$ cat config.mk
export PLATFORM = sky130hd
export DESIGN_NAME = lsu_mem_access
export DESIGN_NICKNAME = d
export VERILOG_FILES = /design/src/rtl/lsu_mem_access.sv
export SDC_FILE = /design/constraint.sdc
export NUM_CORES = 1
export LEC_CHECK = 0
export BUFFER_PORTS_ARGS = -buffer_cell sky130_fd_sc_hd__buf_4
export CAP_MARGIN = 0
export CORE_ASPECT_RATIO = 0.8
export CORE_MARGIN = 3
export CORE_UTILIZATION = 35
export CTS_CLUSTER_DIAMETER = 150
export DETAILED_ROUTE_END_ITERATION = 10
export SYNTH_ARGS = -nofsm -noshare
export SYNTH_HDL_FRONTEND = slang
export SYNTH_SLANG_ARGS = --single-unit
$ cat constraint.sdc
create_clock -name clk -period 2.67 [get_ports clk]
set_input_delay 0.1335 -clock clk [delete_from_list [all_inputs] [get_ports clk]]
set_output_delay 0.1335 -clock clk [all_outputs]
set_load 0.1 [all_outputs]
$ cat src/rtl/lsu_mem_access.sv
// rtl/lsu_mem_access.sv - RV32I MEM-stage load/store unit with split unaligned accesses
module lsu_mem_access #(
  parameter int ADDR_WIDTH = 6,
  parameter int DATA_WIDTH = 32
) (
  input  logic                  clk,
  input  logic                  reset_n,
  input  logic                  req_valid,
  output logic                  req_ready,
  input  logic                  req_we,
  input  logic [1:0]            req_size,
  input  logic                  req_unsigned,
  input  logic [31:0]           req_addr,
  input  logic [DATA_WIDTH-1:0] req_wdata,
  output logic                  rsp_valid,
  output logic [DATA_WIDTH-1:0] rsp_rdata,
  output logic                  rsp_err,
  output logic                  mem_en,
  output logic [3:0]            mem_we,
  output logic [ADDR_WIDTH-1:0] mem_addr,
  output logic [DATA_WIDTH-1:0] mem_wdata,
  input  logic [DATA_WIDTH-1:0] mem_rdata
);

  localparam int WI = ADDR_WIDTH - 2;

  typedef enum logic [1:0] {S_IDLE, S_ACC0, S_ACC1, S_RESP} state_t;

  state_t                r_state;
  state_t                w_next;
  logic                  r_we;
  logic [1:0]            r_size;
  logic                  r_uns;
  logic                  r_err;
  logic [ADDR_WIDTH-1:0] r_addr;
  logic [31:0]           r_wdata;
  logic [31:0]           r_lo;
  logic [31:0]           r_hi;

  logic [1:0]            w_off;
  logic [7:0]            w_base;
  logic [7:0]            w_mask8;
  logic [63:0]           w_wide;
  logic                  w_split;
  logic [63:0]           w_raw64;
  logic [31:0]           w_raw;
  logic [31:0]           w_ext;
  logic [WI-1:0]         w_widx0;
  logic [WI-1:0]         w_widx1;
  logic                  w_accept;
  logic                  w_unused;

  // Address bits above the RAM range carry no meaning here.
  assign w_unused = ^req_addr[31:ADDR_WIDTH];
  assign w_accept = (r_state == S_IDLE) && req_valid;
  assign w_widx0  = r_addr[ADDR_WIDTH-1:2];
  assign w_widx1  = w_widx0 + WI'(1);

  // Byte mask, lane-shifted store data and extended load data from the latched request
  always_comb begin
    w_off = r_addr[1:0];
    case (r_size)
      2'b00:   w_base = 8'h01;
      2'b01:   w_base = 8'h03;
      2'b10:   w_base = 8'h0F;
      default: w_base = 8'h00;
    endcase
    w_mask8 = w_base << w_off;
    w_wide  = {32'b0, r_wdata} << {w_off, 3'b000};
    w_split = |w_mask8[7:4];
    w_raw64 = {r_hi, r_lo} >> {w_off, 3'b000};
    w_raw   = w_raw64[31:0];
    case (r_size)
      2'b00:   w_ext = r_uns ? {24'b0, w_raw[7:0]}  : {{24{w_raw[7]}}, w_raw[7:0]};
      2'b01:   w_ext = r_uns ? {16'b0, w_raw[15:0]} : {{16{w_raw[15]}}, w_raw[15:0]};
      default: w_ext = w_raw;
    endcase
  end

  // State register
  always_ff @(posedge clk or negedge reset_n) begin
    if (!reset_n) r_state <= S_IDLE;
    else          r_state <= w_next;
  end

  // Next-state logic
  always_comb begin
    w_next = r_state;
    case (r_state)
      S_IDLE:  if (req_valid) w_next = (req_size == 2'b11) ? S_RESP : S_ACC0;
      S_ACC0:  w_next = w_split ? S_ACC1 : S_RESP;
      S_ACC1:  w_next = S_RESP;
      default: w_next = S_IDLE;
    endcase
  end

  // Request latch and load-word capture; hi is cleared so non-split loads see zero above lo
  always_ff @(posedge clk or negedge reset_n) begin
    if (!reset_n) begin
      r_we    <= 1'b0;
      r_size  <= 2'b00;
      r_uns   <= 1'b0;
      r_err   <= 1'b0;
      r_addr  <= '0;
      r_wdata <= '0;
      r_lo    <= '0;
      r_hi    <= '0;
    end else begin
      if (w_accept) begin
        r_we    <= req_we;
        r_size  <= req_size;
        r_uns   <= req_unsigned;
        r_err   <= (req_size == 2'b11);
        r_addr  <= req_addr[ADDR_WIDTH-1:0];
        r_wdata <= req_wdata[31:0];
        r_hi    <= '0;
      end
      if (r_state == S_ACC0 && !r_we) r_lo <= mem_rdata[31:0];
      if (r_state == S_ACC1 && !r_we) r_hi <= mem_rdata[31:0];
    end
  end

  // Outputs decoded from state and latched request only
  always_comb begin
    req_ready = 1'b0;
    mem_en    = 1'b0;
    mem_we    = 4'b0;
    mem_addr  = '0;
    mem_wdata = '0;
    rsp_valid = 1'b0;
    rsp_rdata = '0;
    rsp_err   = 1'b0;
    case (r_state)
      S_IDLE: req_ready = 1'b1;
      S_ACC0: begin
        mem_en    = 1'b1;
        mem_addr  = {w_widx0, 2'b00};
        mem_we    = r_we ? w_mask8[3:0] : 4'b0;
        mem_wdata = w_wide[31:0];
      end
      S_ACC1: begin
        mem_en    = 1'b1;
        mem_addr  = {w_widx1, 2'b00};
        mem_we    = r_we ? w_mask8[7:4] : 4'b0;
        mem_wdata = w_wide[63:32];
      end
      default: begin
        rsp_valid = 1'b1;
        rsp_err   = r_err;
        rsp_rdata = (r_we || r_err) ? '0 : w_ext;
      end
    endcase
  end

endmodule

==> flow_summary.ini, run 1 <==
[grt]
grt_remaining_overflow = 0
track_usage_pct = 19.3
grt_pass1_wl_um = 30000
grt_pass1_vias = 5312
grt_max_degree = 65
antenna_found_initial = 0

[floorplan]
initial_core_util_pct = 36.6
die_area_sq_um = 19300
rows = 42
core_area_sq_um = 16900
io_pins = 181
die_x_um = 155
die_h_um = 125

[finish]
layout_common_cells = buf_4, mux2_2, dfrtp_1
drive_gt1_share_pct = 50.7
fillers = 1508
layout.nets = 858
final_common_cell = buf_4
area_delta_synth_final_pct = 40.5
layoutNonFillerInstCount = 971
num_antenna_cells = 0
final_util_pct = 51.4

[sta]
whs_ps = 11.4
fmax_mhz = 384
hold_viol_final = 0
worst_pin_slew_ps = 497
setup_viol = 0
setup_ws_ps = 66.6
relSlewSlack_pct = 66.8
period_share_pct = 97.5
layout_min_cycle_time_ps = 2600
fin_skew_ps = 10.8
slew_violations = 0

[cts]
htreeDepth = 3
numCtsBuffers = 9
cts_root_buf = clkbuf_16
clock_path_buffers = 2
cts_sinks = 101
clkTransAtPathRegs_ps = 70
clk-insertion-delay-late_ps = 350
cts_tree = built

[synthesis]
async_flop_share_pct = 100
postSynthAreaPerCell_sq_um = 10.5
synth_warnings = 0
synth_ff_type = dfrtp_1
netlist_instances = 590
synth_area_sq_um = 6190
synth-seq-cells = 101
synthDistinctLibCells = 41
yosysSeqAreaShare_pct = 40.8
synth_edf_count = 0

[worst_hold_path]
hold_path_class = input pin to flop

[placed_design]
dp_slack_ps = 295
portBuffers = 152
place_inst = 932
dpl.hpwl_um = 13800
place.gp.congestion = 0.816

[detailed_routing]
wire_per_inst_um = 19.4
drtIter0Drc = 452
ant_nets = 0
first_pass_iters = 5
via_per_inst = 5.37
drc_errors = 0
wirelength_um = 18800
vias = 5210

[critical_path]
path_buf_inv = 3
slowest_delay_ps = 440
slowest_stage = dfrtp_1
r2r_slack_ps = 520
crit_family = simple AND/OR/NAND/NOR gates
path_cells = ha_4, inv_2, or3_1, or3_1, buf_6, o21ai_4, buf_8
arrival_ps = 2470
cp-end-kind = output port
crit_path_start_kind = flop
cp_max_fo = 16
crit_type = flop to output port
cpMostUsedCell = or3_1
crit_required_ps = 2540

[job]
drv_cap = 0

[run_status]
status = finished clean
[layer usage]
metal | track usage, % | up-vias | part of all wire (%)
met1 | 28.5 | 2597 | 48
met3 | 3.87 | 15 | 5.5
met2 | 29.4 | 150 | 46
met4 | 3.95 | 0 | 1.1
met5 | 0 | - | 0
li1 | - | 2448 | -
[logic make-up after synthesis]
| kind of cell | count (synthesis) | synth area share (%) |
|---|---|---|
| compound gates | 147 | 16.1 |
| xor+xnor | 2 | 0.283 |
| fa+ha+maj | 9 | 1.82 |
| buf+inv | 61 | 4.38 |
| flops | 101 | 40.8 |
| mux | 152 | 26.6 |
| other cells | 1 | 0.0605 |
| simple gates | 117 | 9.96 |
[final cells by class]
cell class                      instances  area [sq um]  share of cell area [%]
Multi-Input combinational cell        429          3840                    44.1
Sequential cell                       101          2540                    29.1
Inverter                                7          26.3                   0.302
Clock buffer                            9           225                    2.59
Clock inverter                          7           104                    1.19
Timing Repair Buffer                  198          1700                    19.5
Tap cell                              220           275                    3.16
[cell usage after synthesis (2+ instances only)]
library cell | number | area [sq um]
a21o_1 | 2 | 15.0
a21oi_1 | 34 | 170
a22o_1 | 32 | 280
a22oi_1 | 20 | 150
a31oi_1 | 2 | 12.5
and2_1 | 11 | 68.8
buf_1 | 6 | 22.5
buf_2 | 16 | 80.1
buf_4 | 4 | 30.0
clkbuf_1 | 27 | 101
dfrtp_1 | 101 | 2530
ha_1 | 9 | 113
inv_1 | 6 | 22.5
mux2_1 | 3 | 33.8
mux2_2 | 98 | 1100
mux2i_1 | 51 | 510
nand2_1 | 33 | 124
nand2b_1 | 15 | 93.8
nand3_1 | 3 | 15.0
nor2_1 | 12 | 45.0
nor2b_1 | 24 | 150
o211ai_1 | 8 | 60.1
o21ai_0 | 17 | 85.1
o21ai_1 | 9 | 45.0
o22ai_1 | 9 | 56.3
o2bb2ai_1 | 8 | 70.1
or2_2 | 15 | 93.8
or3_1 | 2 | 12.5
[worst paths after layout]
check,startpoint,end,cells past startpoint
worst min register to register,r_hi[14],r_hi[14],1
worst min-delay path,req_we,r_we,2
min in group asynchronous,reset_n,r_lo[3],2
worst max register to register,r_state[1],r_lo[30],6
worst max-delay path,r_state[1],rsp_rdata[27],7
max in group asynchronous,reset_n,r_state[0],3
[flip-flops by register name (all words and copies together), names as in the netlist]
| signal | count |
|---|---|
| r_hi | 24 |
| r_addr | 6 |
| r_size | 2 |
| r_uns | 1 |
| r_err | 1 |
| r_state | 2 |
| r_wdata | 32 |
| r_lo | 32 |
| r_we | 1 |
[metrics by stage]
stage	setup TNS (ps)	instance area (sq um)
3_3_place_gp	0	8010
3_5_place_dp	0	8010
5_1_grt	-286	8710
2_1_floorplan	-5980	6610
4_1_cts	-0.579	8630
6_report	0	8710
[what timing repair did]
| action | CTS | global route |
|---|---|---|
| hold buffers | 19 | 2 |
| resized for setup | 25 | 11 |
| pin swaps | 0 | 0 |
| endpoints found under the hold margin | 50 | 2 |
| setup buffers | 0 | 2 |
| endpoints found under the setup margin | 17 | 31 |
| gates cloned | 0 | 0 |
Power of run 1 is not shown: default switching activity piles up to over one toggle a cycle in this logic, so the estimate is an artifact.
==> run 2: changes to the inputs <==
ABC_AREA = 1   (was unset)
==> flow_summary.ini, run 2 <==
[placed_design]
placed_cell_area_sq_um = 8160
portBuffers = 152
place_inst = 1236
place.gp.congestion = 0.859
dpl.hpwl_um = 14600

[grt]
grt_remaining_overflow = 0
grt_pass1_wl_um = 33200
grt_pass1_vias = 5902
track_usage_pct = 21.0
grt_max_degree = 81
antenna_found_initial = 0

[synthesis]
synth_warnings = 0
post-synth-top-count-cell = nand2_1
synthDistinctLibCells = 35
netlist_instances = 903
synth_top_area_cell = dfrtp_1
synth_edf_count = 0
async_flop_share_pct = 100
synth_common_cells = nand2_1, dfrtp_1, inv_1
yosysSeqAreaShare_pct = 39.2
ys_top_cells_by_area = dfrtp_1, nand2_1, a21oi_1
postSynthAreaPerCell_sq_um = 7.15
synth_ff_type = dfrtp_1
synth_top_area_share_pct = 39.2
synth_area_sq_um = 6450
synth-seq-cells = 101

[finish]
top_regs = r_lo: 32 flops, r_wdata: 32 flops, r_hi: 24 flops
drive_gt1_share_pct = 27.4
fillers = 1748
num_antenna_cells = 0
final_util_pct = 49.4
design_area_sq_um = 8740
layout_common_cells = nand2_1, buf_4, dfrtp_1
layout.nets = 1155
final_common_cell = nand2_1
area_delta_synth_final_pct = 35.4
layoutNonFillerInstCount = 1273

[critical_path]
r2r_start = r_state[0]
slowest_delay_ps = 430
path_buf_inv = 4
path_cells = inv_1, ha_1, inv_2, nor2_2, buf_4, nand3_1, a21oi_4, buf_4
crit_required_ps = 2540
crit_family = buffers and inverters
slowest_stage = dfrtp_1
cp-startpoint = r_state[1]
crit_path_start_kind = flop
cpMostUsedCell = buf_4
crit_type = flop to output port
cp_max_fo = 16
arrival_ps = 2400
cp-end-kind = output port

[sta]
slew_violations = 0
fmax_mhz = 394
layout_min_cycle_time_ps = 2540
fin_skew_ps = 6.37
grt_setup_unrepaired = yes
worst_pin_slew_ps = 800
setup_viol = 0
hold_viol_final = 0
period_share_pct = 95.1
finalSetupTns_ps = 0
whs_ps = 19.0
relSlewSlack_pct = 46.6

[cts]
cts_sinks = 101
cts_tree = built
cts_root_buf = clkbuf_16
clock_path_buffers = 2
numCtsBuffers = 9
clkTransAtPathRegs_ps = 70
clk-insertion-delay-late_ps = 360
htreeDepth = 3

[job]
drv_cap = 0

[worst_hold_path]
hold_path_class = input pin to flop
worstHoldStart = req_wdata[20]

[detailed_routing]
vias = 6485
wirelength_um = 21100
drtIter0Drc = 495
drc_errors = 0
first_pass_iters = 4
ant_nets = 0
via_per_inst = 5.09
wire_per_inst_um = 16.6

[pwr]
pwr-share-comb_pct = 67.6
p_leak_nw = 4.30
p_clk_share_pct = 11.3
powerDensity_nw_per_um2 = 1470
internal_power_mw = 5.47
switching_share_pct = 57.5
seqPwrFrac_pct = 21.1
max-vdd-ir-drop_uv = 1090
power_switching_mw = 7.41

[floorplan]
initial_core_util_pct = 36.5
rows = 43
die_area_sq_um = 20100
die_x_um = 158
core_area_sq_um = 17700
io_pins = 181
die_h_um = 127

[run_status]
status = finished clean
==> run 2: changes by cell type in the layout (fill, tap and decap cells not counted), sizes merged, moves of 16 or more <==
cell and delta:
a21oi +39, a22o -31, a22oi -20, inv +89
mux2 -76, mux2i -51, nand2 +246, nand3 +61
nor2 +29, nor2b -24, o21ai +59, o22ai +16
==> run 2: final timing paths <==
check,endpoint,slack [ps],cells after the start
setup / recovery,mem_wdata[7],130,8
hold / removal,r_wdata[20],20,2
max in group asynchronous,r_lo[28],1520,3
setup reg to reg,r_state[1],800,5
min in group asynchronous,r_lo[22],400,2
hold reg to reg,r_lo[2],490,2
==> run 2: final cells by class <==
class / instances / area, sq um / area share (%)
multi-input cells: 636 / 3600 / 41.2
flip-flops and latches: 101 / 2530 / 28.9
clock inverters: 5 / 83.8 / 0.959
clock buffers: 11 / 243 / 2.78
well taps: 225 / 282 / 3.22
repair buffers: 192 / 1600 / 18.3
inverters: 103 / 402 / 4.60
==> run 2: cell families (layout without fill, tap and decap cells) <==
group | after synthesis | count (layout) | share of synthesized area, %
adders and majority gates | 9 | 9 | 1.74
muxes | 25 | 25 | 4.36
AOI/OAI and AO/OA | 211 | 211 | 17.7
DFF | 101 | 101 | 39.2
and+or+nand+nor | 388 | 388 | 24.6
xor gates and xnor gates | 1 | 1 | 0.136
other | 1 | 2 | 0.0581
buffers and inverters | 167 | 311 | 12.2
==> run 2: through the flow <==
step	setup slack (ps)	power [mW]
2_1_floorplan	1.34	9.49
3_3_place_gp	401	11.2
3_5_place_dp	414	11.3
4_1_cts	10.6	12.8
5_1_grt	-9.09	13.8
6_report	132	12.9
==> run 2: timing repair <==
action / in CTS / in global routing
gates cloned: 0 / 0
gates resized for setup: 1 / 8
buffers inserted: 0 / 3
endpoints found under the setup margin: 1 / 43
hold buffers: 18 / 0
hold endpoints to repair: 74 / 0
==> run 2: metal layers <==
layer / routed length [um] / global-route usage [%] / vias to the layer above / share of wire [%]
met2: 8590 / 28.3 / 236 / 41
li1: - / - / 3207 / -
met3: 1630 / 5.08 / 10 / 7.7
met4: 144 / 3.88 / 0 / 0.68
met5: 0 / 0 / - / 0
met1: 10700 / 33.9 / 3032 / 51
==> run 2: power groups by stage <==
stage	clock (mW)	combinational, mW	sequential [mW]
3_3_place_gp	0	8.49	2.72
4_1_cts	1.50	8.58	2.70
2_1_floorplan	0	6.93	2.56
3_5_place_dp	0	8.52	2.73
6_report	1.46	8.70	2.71
5_1_grt	1.56	9.39	2.80
Power figures use the tool's default switching activity.
==> run 3: changes to the inputs <==
MAX_ROUTING_LAYER = met4   (was unset)
==> flow_summary.ini, run 3 (synthesized netlist as in run 2, its figures left out) <==
[sta]
worst_pin_slew_ps = 797
setup_viol = 0
grt_setup_unrepaired = yes
hold_viol_final = 0
period_share_pct = 95.4
finalSetupTns_ps = 0
fin_skew_ps = 7.32
layout_min_cycle_time_ps = 2550
relSlewSlack_pct = 46.9
slew_violations = 0
fmax_mhz = 392
whs_ps = 18.2

[floorplan]
die_area_sq_um = 20100
rows = 43
initial_core_util_pct = 36.5
core_area_sq_um = 17700
die_x_um = 158
die_h_um = 127
io_pins = 181

[cts]
numCtsBuffers = 9
cts_root_buf = clkbuf_16
htreeDepth = 3
cts_sinks = 101
clk-insertion-delay-late_ps = 360
clock_path_buffers = 2
clkTransAtPathRegs_ps = 70
cts_tree = built

[detailed_routing]
drc_errors = 0
vias = 6464
ant_nets = 0
wire_per_inst_um = 16.5
drtIter0Drc = 513
first_pass_iters = 5
wirelength_um = 21000
via_per_inst = 5.08

[pwr]
powerDensity_nw_per_um2 = 1470
max-vdd-ir-drop_uv = 1090
p_leak_nw = 4.30
power.total_mw = 12.9

[placed_design]
place.gp.congestion = 0.873
portBuffers = 152
dpl.hpwl_um = 14600

[critical_path]
crit_path_start_kind = flop
r2r_slack_ps = 800
r2r_end = r_state[1]
r2r_start = r_state[0]
arrival_ps = 2410
r2r_cells = 5
cp-end-kind = output port
crit_type = flop to output port
crit_required_ps = 2540
cp_max_fo = 16

[finish]
top_regs = r_lo: 32 flops, r_wdata: 32 flops, r_hi: 24 flops
final_common_cell = nand2_1
layout.nets = 1155
final_util_pct = 49.4
layout_common_cells = nand2_1, buf_4, dfrtp_1
drive_gt1_share_pct = 27.4
num_antenna_cells = 0
fillers = 1748
area_delta_synth_final_pct = 35.4

[job]
drv_cap = 0

[grt]
track_usage_pct = 21.7
antenna_found_initial = 0
grt_pass1_wl_um = 33200
grt_pass1_vias = 5914
grt_max_degree = 81
grt_remaining_overflow = 0

[worst_hold_path]
min_to = r_wdata[24]
hold_path_class = input pin to flop
worstHoldStart = req_wdata[24]
worstHoldPathCells = 2

[run_status]
status = finished clean
==> run 3: power breakdown <==
part / leakage, nW / internal, mW / switching (mW) / total [mW]
sequential: 1.22 / 2.21 / 0.507 / 2.72
clock: 0.152 / 0.850 / 0.612 / 1.46
combinational: 2.93 / 2.41 / 6.29 / 8.70
total: 4.30 / 5.47 / 7.41 / 12.9
==> run 3: final cells by class <==
class                           count  area, sq um  share of cell area [%]
Clock buffer                       11          243                    2.78
Clock inverter                      5         83.8                   0.959
Inverter                          103          402                    4.60
Multi-Input combinational cell    636         3600                    41.2
Sequential cell                   101         2530                    28.9
Tap cell                          225          282                    3.22
Timing Repair Buffer              192         1600                    18.3
==> run 3: metal layers <==
metal	GRT usage, %	routed length, um	up-vias
met5	-	0	-
met4	3.88	150	0
met3	4.91	1600	12
met2	28.1	8580	231
met1	34.1	10700	3013
li1	-	-	3208
==> run 3: critical path, stage by stage (launching register included) <==
cell and delay [ps]:
dfrtp_1 430, inv_1 130, ha_1 260, inv_2 140, nor2_2 160, buf_4 270, nand3_1 170, a21oi_4 180
buf_4 310
==> run 3: worst max-delay path by stage <==
stage / from / endpoint / slack [ps] / cells past startpoint
floorplan: r_state[0] / mem_addr[5] / 1 / 4
global placement: r_addr[1] / rsp_rdata[9] / 400 / 6
detailed placement: r_state[0] / rsp_rdata[15] / 410 / 7
CTS: r_addr[1] / rsp_rdata[9] / 10 / 6
global route: r_state[1] / mem_wdata[3] / -9 / 8
finish: r_state[1] / mem_wdata[7] / 120 / 8
==> run 3: per-stage QoR <==
stage               area, sq um  setup WS (ps)  std cells
floorplan                  6900           1.34        904
global placement           8160            401       1236
detailed placement         8160            414       1236
CTS                        8670           10.6       1270
global route               8740          -9.09       1273
finish                     8740            122       1273
==> run 3: repair_timing <==
action,in CTS,in global routing
setup endpoints to repair,1,39
resized for setup,1,8
hold buffers,18,0
buffers inserted,0,3
hold endpoints to repair,74,0
